## config.mk

```make
export PLATFORM = sky130hd
export DESIGN_NAME = pc_sequencer
export DESIGN_NICKNAME = d
export VERILOG_FILES = /design/src/rtl/pc_seq_pkg.sv /design/src/rtl/pc_ras.sv /design/src/rtl/pc_sequencer.sv
export SDC_FILE = /design/constraint.sdc
export NUM_CORES = 1
export LEC_CHECK = 0
export BUFFER_PORTS_ARGS = -buffer_cell sky130_fd_sc_hd__buf_2
export CAP_MARGIN = 25
export CORE_ASPECT_RATIO = 1.5
export CORE_MARGIN = 2
export CORE_UTILIZATION = 45
export CTS_CLUSTER_SIZE = 20
export DETAILED_ROUTE_END_ITERATION = 12
export HOLD_SLACK_MARGIN = 0.1
export PLACE_DENSITY_LB_ADDON = 0.25
export SLEW_MARGIN = 20
export SYNTH_ARGS = -nofsm -noshare
export SYNTH_HDL_FRONTEND = slang
export SYNTH_HIERARCHICAL = 1
export SYNTH_SLANG_ARGS = --single-unit
```

## constraint.sdc

```tcl
create_clock -name clk -period 5.19 [get_ports clk]
set_clock_uncertainty 0.15 [all_clocks]
set_input_delay 0.2595 -clock clk [delete_from_list [all_inputs] [get_ports clk]]
set_output_delay 0.2595 -clock clk [all_outputs]
set_load 0.01 [all_outputs]
```

## src/rtl/pc_seq_pkg.sv

```systemverilog
// Shared types for the PC sequencer: condition codes, instruction
// length encoding, flag bit positions and the condition evaluator.
package pc_seq_pkg;

  typedef enum logic [4:0] {
    COND_AL = 5'd0,
    COND_NV = 5'd1,
    COND_EQ = 5'd2,
    COND_NE = 5'd3,
    COND_CS = 5'd4,
    COND_CC = 5'd5,
    COND_MI = 5'd6,
    COND_PL = 5'd7,
    COND_VS = 5'd8,
    COND_VC = 5'd9,
    COND_HI = 5'd10,
    COND_LS = 5'd11,
    COND_GE = 5'd12,
    COND_LT = 5'd13,
    COND_GT = 5'd14,
    COND_LE = 5'd15
  } cond_e;

  localparam logic INSTR_LEN_2B = 1'b0;
  localparam logic INSTR_LEN_4B = 1'b1;

  localparam int FLAG_N = 3;
  localparam int FLAG_Z = 2;
  localparam int FLAG_C = 1;
  localparam int FLAG_V = 0;

  // Codes 16-31 are reserved and never true.
  function automatic logic cond_eval(
    input cond_e      c,
    input logic [3:0] f
  );
    logic n, z, cy, v;
    n  = f[FLAG_N];
    z  = f[FLAG_Z];
    cy = f[FLAG_C];
    v  = f[FLAG_V];
    case (c)
      COND_AL: cond_eval = 1'b1;
      COND_NV: cond_eval = 1'b0;
      COND_EQ: cond_eval = z;
      COND_NE: cond_eval = !z;
      COND_CS: cond_eval = cy;
      COND_CC: cond_eval = !cy;
      COND_MI: cond_eval = n;
      COND_PL: cond_eval = !n;
      COND_VS: cond_eval = v;
      COND_VC: cond_eval = !v;
      COND_HI: cond_eval = cy & !z;
      COND_LS: cond_eval = !cy | z;
      COND_GE: cond_eval = (n == v);
      COND_LT: cond_eval = (n != v);
      COND_GT: cond_eval = !z & (n == v);
      COND_LE: cond_eval = z | (n != v);
      default: cond_eval = 1'b0;
    endcase
  endfunction

endpackage

```

## src/rtl/pc_ras.sv

```systemverilog
// Circular return address stack; pushes on a full stack overwrite
// the oldest entry. Ports: push/pop/replace, wdata -> top/empty/overflow.
module pc_ras #(
  parameter int WIDTH = 32,
  parameter int DEPTH = 8
) (
  input  logic             clk,
  input  logic             sync_rst_n,
  input  logic             push,
  input  logic             pop,
  input  logic             replace,
  input  logic [WIDTH-1:0] wdata,
  output logic [WIDTH-1:0] top,
  output logic             empty,
  output logic             overflow
);

  localparam int AW = $clog2(DEPTH);

  logic [WIDTH-1:0] mem [DEPTH];
  logic [AW-1:0]    ptr;
  logic [AW-1:0]    top_idx;
  logic [AW:0]      cnt;
  logic             full;
  logic             we;
  logic [AW-1:0]    widx;

  assign top_idx = ptr - AW'(1);
  assign top     = mem[top_idx];
  assign empty   = (cnt == '0);
  assign full    = (cnt == (AW+1)'(DEPTH));

  assign we   = sync_rst_n & (push | (replace & !empty));
  assign widx = push ? ptr : top_idx;

  always_ff @(posedge clk) begin
    if (we) mem[widx] <= wdata;
  end

  // Reset clears the count, which invalidates all stored entries.
  always_ff @(posedge clk) begin
    if (!sync_rst_n) begin
      ptr      <= '0;
      cnt      <= '0;
      overflow <= 1'b0;
    end else if (push) begin
      ptr <= ptr + AW'(1);
      if (full) overflow <= 1'b1;
      else      cnt      <= cnt + (AW+1)'(1);
    end else if (pop && !empty) begin
      ptr <= top_idx;
      cnt <= cnt - (AW+1)'(1);
    end
  end

endmodule

```

## src/rtl/pc_sequencer.sv

```systemverilog
// Program counter with fetch handshake, branch/jump/return redirect
// and RAS. fetch_addr is the PC register; link_addr = PC + length.
module pc_sequencer
  import pc_seq_pkg::*;
#(
  parameter int INSTR_ADDR_WIDTH = 32,
  parameter logic [INSTR_ADDR_WIDTH-1:0] RESET_VECTOR = '0,
  parameter int RAS_DEPTH = 8,
  parameter int FLAG_WIDTH = 4
) (
  input  logic                        clk,
  input  logic                        sync_rst_n,
  input  logic                        clk_en,
  input  logic                        stall,
  input  logic                        fetch_ready,
  output logic                        fetch_valid,
  output logic [INSTR_ADDR_WIDTH-1:0] fetch_addr,
  input  logic                        instr_len,
  input  logic                        branch_en,
  input  logic                        jump_en,
  input  logic                        call_en,
  input  logic                        ret_en,
  input  logic [4:0]                  branch_cond,
  input  logic [FLAG_WIDTH-1:0]       flags,
  input  logic [INSTR_ADDR_WIDTH-1:0] branch_base_addr,
  input  logic [INSTR_ADDR_WIDTH-1:0] short_offset,
  input  logic [INSTR_ADDR_WIDTH-1:0] long_offset,
  output logic [INSTR_ADDR_WIDTH-1:0] link_addr,
  output logic                        taken,
  output logic                        ras_empty,
  output logic                        ras_overflow,
  output logic                        ras_underflow
);

  localparam int W = INSTR_ADDR_WIDTH;

  logic [W-1:0] pc_q;
  logic [W-1:0] next_pc;
  logic [W-1:0] ras_top;
  logic         valid_q;
  logic         taken_q;
  logic         unf_q;
  logic         upd;
  logic         cond_true;
  logic         br_take;
  logic         redir;
  logic         push;
  logic         pop;
  logic         replace;

  assign upd       = clk_en & !stall;
  assign cond_true = cond_eval(cond_e'(branch_cond), flags[3:0]);
  assign br_take   = branch_en & cond_true;
  assign link_addr = pc_q + (instr_len == INSTR_LEN_4B ? W'(4) : W'(2));

  assign fetch_addr    = pc_q;
  assign fetch_valid   = valid_q;
  assign taken         = taken_q;
  assign ras_underflow = unf_q;

  assign push    = upd & call_en & (jump_en | br_take) & !ret_en;
  assign pop     = upd & ret_en & !call_en;
  assign replace = upd & ret_en & call_en;

  // Redirects ignore fetch_ready; a sequential step needs an
  // accepted fetch so the first post-reset address is not skipped.
  always_comb begin
    next_pc = pc_q;
    redir   = 1'b0;
    if (ret_en) begin
      redir   = 1'b1;
      next_pc = ras_empty ? branch_base_addr : ras_top;
    end else if (br_take) begin
      redir   = 1'b1;
      next_pc = branch_base_addr + (short_offset << 1);
    end else if (jump_en) begin
      redir   = 1'b1;
      next_pc = pc_q + (long_offset << 1);
    end else if (valid_q && fetch_ready) begin
      next_pc = link_addr;
    end
  end

  always_ff @(posedge clk) begin
    if (!sync_rst_n) begin
      pc_q    <= RESET_VECTOR;
      valid_q <= 1'b0;
      taken_q <= 1'b0;
      unf_q   <= 1'b0;
    end else begin
      valid_q <= 1'b1;
      if (upd) begin
        pc_q    <= {next_pc[W-1:1], 1'b0};
        taken_q <= redir;
        unf_q   <= ret_en & ras_empty;
      end
    end
  end

  pc_ras #(
    .WIDTH(W),
    .DEPTH(RAS_DEPTH)
  ) u_ras (
    .clk       (clk),
    .sync_rst_n(sync_rst_n),
    .push      (push),
    .pop       (pop),
    .replace   (replace),
    .wdata     (link_addr),
    .top       (ras_top),
    .empty     (ras_empty),
    .overflow  (ras_overflow)
  );

endmodule

```

==> qor.txt, run 1 <==
GLOBAL ROUTE
--------------------------------------------------------------------------------------
Pin count of the biggest net entering global routing                                45
First-pass GRT wire length                                                    72300 um
Initial antenna violation count                                                      1
Overall routing resource usage                                                   0.244
Grt total ovfl                                                                       0
Vias in the first global route                                                   12476

CLOCKING
--------------------------------------------------------------------------------------
Clock sink count                                                                   290
Total clock buffers created by CTS                                                  26
Total number of H-tree levels                                                        1
Worst-case clock buffer depth                                                        3
CTS tree                                                                           yes
CTS Root Buffer Type                                                         clkbuf_16
Postcts setup bufs                                                                   0
Clock latency on the worst-skew pair                                           0.54 ns
Clock slew at the register clock pins of the worst setup and hold paths        0.07 ns

DRT
--------------------------------------------------------------------------------------
Initial DRC Count                                                                 1114
Vias per Instance                                                                 6.04
Antenna violation net count after detailed routing                                   0
DR WL/cell                                                                     23.2 um
Drt drc                                                                              0
Wirelength, routed                                                            47800 um
Vias after detailed routing                                                      12467
Initial DRT Pass Iterations                                                          7

LAYOUT
--------------------------------------------------------------------------------------
# diodes                                                                             0
Filler Cells Inserted                                                             3145
Final layout net count                                                            1748
Synthesis-to-finish area growth                                                  15.4%
Layout cell share with drive strength beyond 1                                   0.246

CRITICAL PATH
--------------------------------------------------------------------------------------
Endpoint arrival time on the critical path                                     3.95 ns
Peak fanout along the critical path                                                 10
Critical Path End Type                                                     output port
Launching element type of the critical path                                   register
CP required                                                                    4.78 ns
Startpoint of the worst register-to-register path                         fetch_addr[1]
Startpoint of the worst setup timing path                                 fetch_addr[1]
Kind of critical path                                                     register to output port

STA
--------------------------------------------------------------------------------------
Number of max-slew violations in the final report                                    0
Achievable frequency                                                           229 MHz
Total count of hold-check failures in the final report                               0
Final worst path period share                                                    0.840
Min cycle time layout                                                          4.36 ns
Endpoints failing setup                                                              0
Setup tns final                                                                   0 ns
Normalized max-slew margin                                                       0.307
Measured slew at the worst slew-check pin                                      1.01 ns
Unrepaired setup endpoints after global routing                                     no

FLOORPLAN
--------------------------------------------------------------------------------------
Std-Cell Rows                                                                       86
Die area                                                                   38800 sq um
Boundary pin count                                                                 184
Die outline width                                                               162 um
Core region area                                                           36700 sq um
DIE HEIGHT                                                                      240 um
Starting Density                                                                 0.456

POWER
--------------------------------------------------------------------------------------
Peak VDD IR                                                                   0.213 mV
Power density of the placed cells                                          281 nW/um^2
Leak pwr                                                                       7.40 nW
Total power consumption of the routed design                                   5.43 mW

SYNTHESIS
--------------------------------------------------------------------------------------
Mapped Avg Cell Area                                                        12.2 sq um
Cell area after synthesis                                                  16700 sq um
Gate count after technology mapping                                               1375
Total of warnings raised by yosys                                                    6

HOLD PATH
--------------------------------------------------------------------------------------
Worst min-delay path class                                                primary input to register
Worst hold path startpoint                                                branch_base_addr[10]

PLACEMENT
--------------------------------------------------------------------------------------
Count of input and output buffers                                                  178
Detailed placer's ending HPWL                                                 35300 um
GP Congestion                                                                    0.996

JOB
--------------------------------------------------------------------------------------
Max-Cap Viols                                                                        0

RUN STATUS
--------------------------------------------------------------------------------------
Result of the run                                                         finished, final reports clean

[power breakdown]
part	internal, mW	switching [mW]	total [mW]	leakage [nW]
clock network	1.10	0.838	1.94	0.403
registers	2.56	0.0375	2.60	2.63
logic	0.355	0.539	0.894	4.37
total	4.01	1.41	5.43	7.40
[metal layers]
| metal | up-vias | wire length (um) | track usage |
|---|---|---|---|
| li1 | 5762 | - | - |
| met1 | 6117 | 19000 | 0.304 |
| met2 | 471 | 24300 | 0.433 |
| met3 | 115 | 2280 | 0.0191 |
| met4 | 2 | 2220 | 0.113 |
| met5 | - | 19 | 0 |
[cells in the final DEF, fill, tap and decap left out, types with 21 or more instances in the layout]
master / n
a21o_1: 37
a21oi_1: 98
buf_2: 178
buf_4: 27
clkbuf_16: 27
dfxtp_1: 41
dlygate4sd3_1: 21
edfxtp_1: 248
ha_1: 67
inv_1: 30
mux2_2: 37
mux2i_1: 36
mux4_2: 62
nand2_1: 100
nand3_1: 32
nor2_1: 57
o21ai_0: 54
xnor2_1: 43
xor2_1: 23
[registers in the layout (all words and copies together), names as in the netlist]
| register | flops |
|---|---|
| u_ras/cnt | 4 |
| u_ras/ptr | 3 |
| fetch_addr | 31 |
| ras_underflow | 1 |
| taken | 1 |
| u_ras/overflow | 1 |
| fetch_valid | 1 |
| u_ras/mem | 248 |
[path summary, 6_finish.rpt]
path                            slack, ns        endpoint  depth (start not counted)
worst max-delay path                 0.83   link_addr[23]                          9
worst min-delay path                 0.11  fetch_addr[10]                          4
worst max register to register       0.89  fetch_addr[31]                         12
worst min register to register       0.32  u_ras/overflow                          2
[what timing repair did]
action	4_1_cts	5_1_grt
hold buffers	21	0
hold endpoints to repair	18	0
resized for setup	0	0
[cell type report]
class	count	area, sq um	share of cell area
clock buffer	32	694	0.0359
multi-input combinational	979	8060	0.417
sequential	290	8290	0.429
clock inverter	14	150	0.00777
timing repair buffer	231	1400	0.0722
tap	484	606	0.0313
inverter	33	124	0.00641
[stage by stage]
stage | area, sq um | worst slack (ns) | hold slack [ns] | instances | util
2_1_floorplan | 16800 | 0.412 | 0.137 | 1376 | -
3_3_place_gp | 18200 | 0.868 | 0.323 | 1994 | 0.497
3_5_place_dp | 18300 | 0.812 | 0.310 | 1995 | 0.497
4_1_cts | 19300 | 0.850 | 0.111 | 2062 | 0.526
5_1_grt | 19300 | 0.649 | 0.146 | 2063 | 0.527
6_report | 19300 | 0.829 | 0.114 | 2063 | 0.527
[worst max-delay path, stage by stage, from the launching register on]
cell and delay, ns:
dfxtp_1 0.38, ha_1 0.19, inv_1 0.06, fa_1 0.47, nand4b_1 0.23, nor4_2 0.70, and2_1 0.30, nand3_1 0.11
xnor2_1 0.68, buf_2 0.28
Note: power is estimated with default switching activity, not from simulation.
==> inputs of run 2 (changes only) <==
- clock period: 5.19 -> 4.3 ns (I/O delays scaled with it)
==> run 2 against run 1 <==
  * Die area unchanged
  * Core utilization increased by 0.76 points
  * Global-route usage increased by 0.67 points
  * Wire length increased by 2.1%
  * Sequential share of layout area decreased by 0.61 points
  * Critical path type is now register to register
  * Critical endpoint is now fetch_addr[31]
  * Largest cell class unchanged
  * Largest power group unchanged
==> qor.txt, run 2 (same netlist as run 1, synthesis figures left out) <==
RUN STATUS
--------------------------------------------------------------------------------------
Result of the run                                                         finished, final reports clean   unchanged

CLOCKING
--------------------------------------------------------------------------------------
Clock latency on the worst-skew pair                                           0.55 ns   was 0.54 ns
Worst-case clock buffer depth                                                        3   unchanged
Clock sink count                                                                   290   unchanged
Total clock buffers created by CTS                                                  27   was 26
Clock slew at the register clock pins of the worst setup and hold paths        0.07 ns   about the same
CTS Root Buffer Type                                                         clkbuf_16   unchanged
CTS tree                                                                           yes   unchanged
Total number of H-tree levels                                                        1   unchanged
Postcts setup bufs                                                                   0   unchanged

PLACEMENT
--------------------------------------------------------------------------------------
Count of input and output buffers                                                  178   unchanged
GP Congestion                                                                    0.993   was 0.996
Detailed placer's ending HPWL                                                 36100 um   was 35300 um
Setup WS pre-CTS                                                              0.242 ns   was 0.812 ns

FLOORPLAN
--------------------------------------------------------------------------------------
Boundary pin count                                                                 184   unchanged
DIE HEIGHT                                                                      240 um   unchanged
Die outline width                                                               162 um   unchanged
Core region area                                                           36700 sq um   unchanged
Die area                                                                   38800 sq um   unchanged
Std-Cell Rows                                                                       86   unchanged
Starting Density                                                                 0.456   unchanged

STA
--------------------------------------------------------------------------------------
Number of max-slew violations in the final report                                    0   unchanged
Endpoints failing setup                                                              0   unchanged
Achievable frequency                                                           249 MHz
Normalized max-slew margin                                                       0.377   was 0.307
Total count of hold-check failures in the final report                               0   unchanged
Crit path setup slack, layout                                                 0.279 ns   was 0.829 ns
Measured slew at the worst slew-check pin                                     0.928 ns   was 1.01 ns
Min cycle time layout                                                          4.02 ns
Setup tns final                                                                   0 ns   unchanged
Final worst path period share                                                    0.935
Unrepaired setup endpoints after global routing                                     no   unchanged

GLOBAL ROUTE
--------------------------------------------------------------------------------------
Grt total ovfl                                                                       0   unchanged
First-pass GRT wire length                                                    74400 um   was 72300 um
Initial antenna violation count                                                      1   unchanged
Overall routing resource usage                                                   0.251   was 0.244
Vias in the first global route                                                   12579   was 12476
Pin count of the biggest net entering global routing                                70   was 45

LAYOUT
--------------------------------------------------------------------------------------
Synthesis-to-finish area growth                                                  17.0%   was 15.4%
Commonest cells after routing, fill and taps aside                        edfxtp_1 (248), buf_2 (178), nand2_1 (100), a21oi_1 (98), ha_1 (67)   unchanged
Most frequent standard cell in the layout excluding fill and tap cells        edfxtp_1   unchanged
Final layout net count                                                            1782   was 1748
Largest register by flop count                                               u_ras/mem   unchanged
Number of flip-flops under the largest register name                               248   unchanged
Layout cell share with drive strength beyond 1                                   0.255   was 0.246

DRT
--------------------------------------------------------------------------------------
Vias per Instance                                                                 5.99   was 6.04
Antenna violation net count after detailed routing                                   0   unchanged
Initial DRT Pass Iterations                                                          5   was 7
Wirelength, routed                                                            48800 um   was 47800 um
DR WL/cell                                                                     23.3 um   was 23.2 um
Vias after detailed routing                                                      12569   was 12467
Initial DRC Count                                                                  903   was 1114
Drt drc                                                                              0   unchanged

JOB
--------------------------------------------------------------------------------------
Max-Cap Viols                                                                        0   unchanged

CRITICAL PATH
--------------------------------------------------------------------------------------
Launching element type of the critical path                                   register   unchanged
Setup slack on the worst flop-to-flop path                                     0.28 ns   was 0.89 ns
Reg-to-reg critical path endpoint                                         fetch_addr[31]   unchanged
Peak fanout along the critical path                                                  5   was 10
Endpoint arrival time on the critical path                                     4.37 ns   was 3.95 ns
Startpoint of the worst register-to-register path                         fetch_addr[1]   unchanged
Critical Path End Type                                                        register   was output port
CP required                                                                    4.65 ns   was 4.78 ns
Kind of critical path                                                     register to register   was register to output port
Cells on worst reg2reg path                                                         12   unchanged

HOLD PATH
--------------------------------------------------------------------------------------
Worst min-delay path class                                                primary input to register   unchanged
Hold Path End                                                             fetch_addr[29]   was fetch_addr[10]
Worst hold path stage count                                                          5   was 4
Worst hold path startpoint                                                long_offset[27]   was branch_base_addr[10]

POWER
--------------------------------------------------------------------------------------
Power density of the placed cells                                          332 nW/um^2   was 281 nW/um^2
Peak VDD IR                                                                   0.299 mV   was 0.213 mV
Leak pwr                                                                       7.55 nW   was 7.40 nW
Total power consumption of the routed design                                   6.51 mW   was 5.43 mW

[run 2: per-layer routing]
metal	routed length (um)	global-route usage
met1	19500	0.316
met5	0	0
met2	25500	0.452
met4	1670	0.0904
met3	2180	0.0205
[run 2: worst max-delay path by stage]
| stage | from | to | slack, ns | depth (start not counted) |
|---|---|---|---|---|
| CTS | fetch_addr[1] | fetch_addr[31] | 0.14 | 12 |
| detailed placement | branch_cond[0] | u_ras/mem[3][3] | 0.24 | 13 |
| floorplan | branch_cond[3] | u_ras/mem[5][10] | -0.43 | 14 |
| global route | fetch_addr[1] | fetch_addr[31] | 0.07 | 12 |
| finish | fetch_addr[1] | fetch_addr[31] | 0.28 | 12 |
| global placement | branch_cond[0] | u_ras/mem[6][23] | 0.23 | 12 |
[run 2: per-stage QoR]
step	cells	area, sq um	hold slack, ns	util
finish	2097	19600	0.112	0.534
CTS	2096	19600	0.101	0.534
detailed placement	2016	18400	0.314	0.502
global route	2097	19600	0.104	0.534
floorplan	1376	16800	0.0927	-
global placement	2013	18400	0.314	0.500
[run 2: worst max-delay path: stages (launching register included)]
cell           delay, ns
dfxtp_1             0.38
ha_1                0.23
inv_1               0.07
fa_1                0.37
nand2b_1            0.20
a211oi_2            0.29
o21a_1              0.20
o211ai_1            0.28
a2111oi_1           0.77
o31a_1              0.19
o21ai_0             0.09
a31oi_1             0.19
dlygate4sd3_1       0.56
[run 2: power by group]
| part | internal [mW] | switching, mW |
|---|---|---|
| Clock | 1.22 | 1.06 |
| Sequential | 3.09 | 0.0455 |
| Combinational | 0.445 | 0.655 |
| Total | 4.76 | 1.76 |
[run 2: cell type report]
class                           count  area [sq um]
Tap cell                          484           606
Inverter                           33           124
Fill cell                        3156         17100
Multi-Input combinational cell    979          8060
Clock inverter                     17           138
Clock buffer                       29           683
Sequential cell                   290          8290
Antenna cell                        1          2.50
Timing Repair Buffer              264          1700
[run 2: timing repair]
action / in CTS / in global routing
hold buffers: 34 / 0
endpoints found under the setup margin: 0 / 1
resized for setup: 0 / 1
hold endpoints to repair: 32 / 0
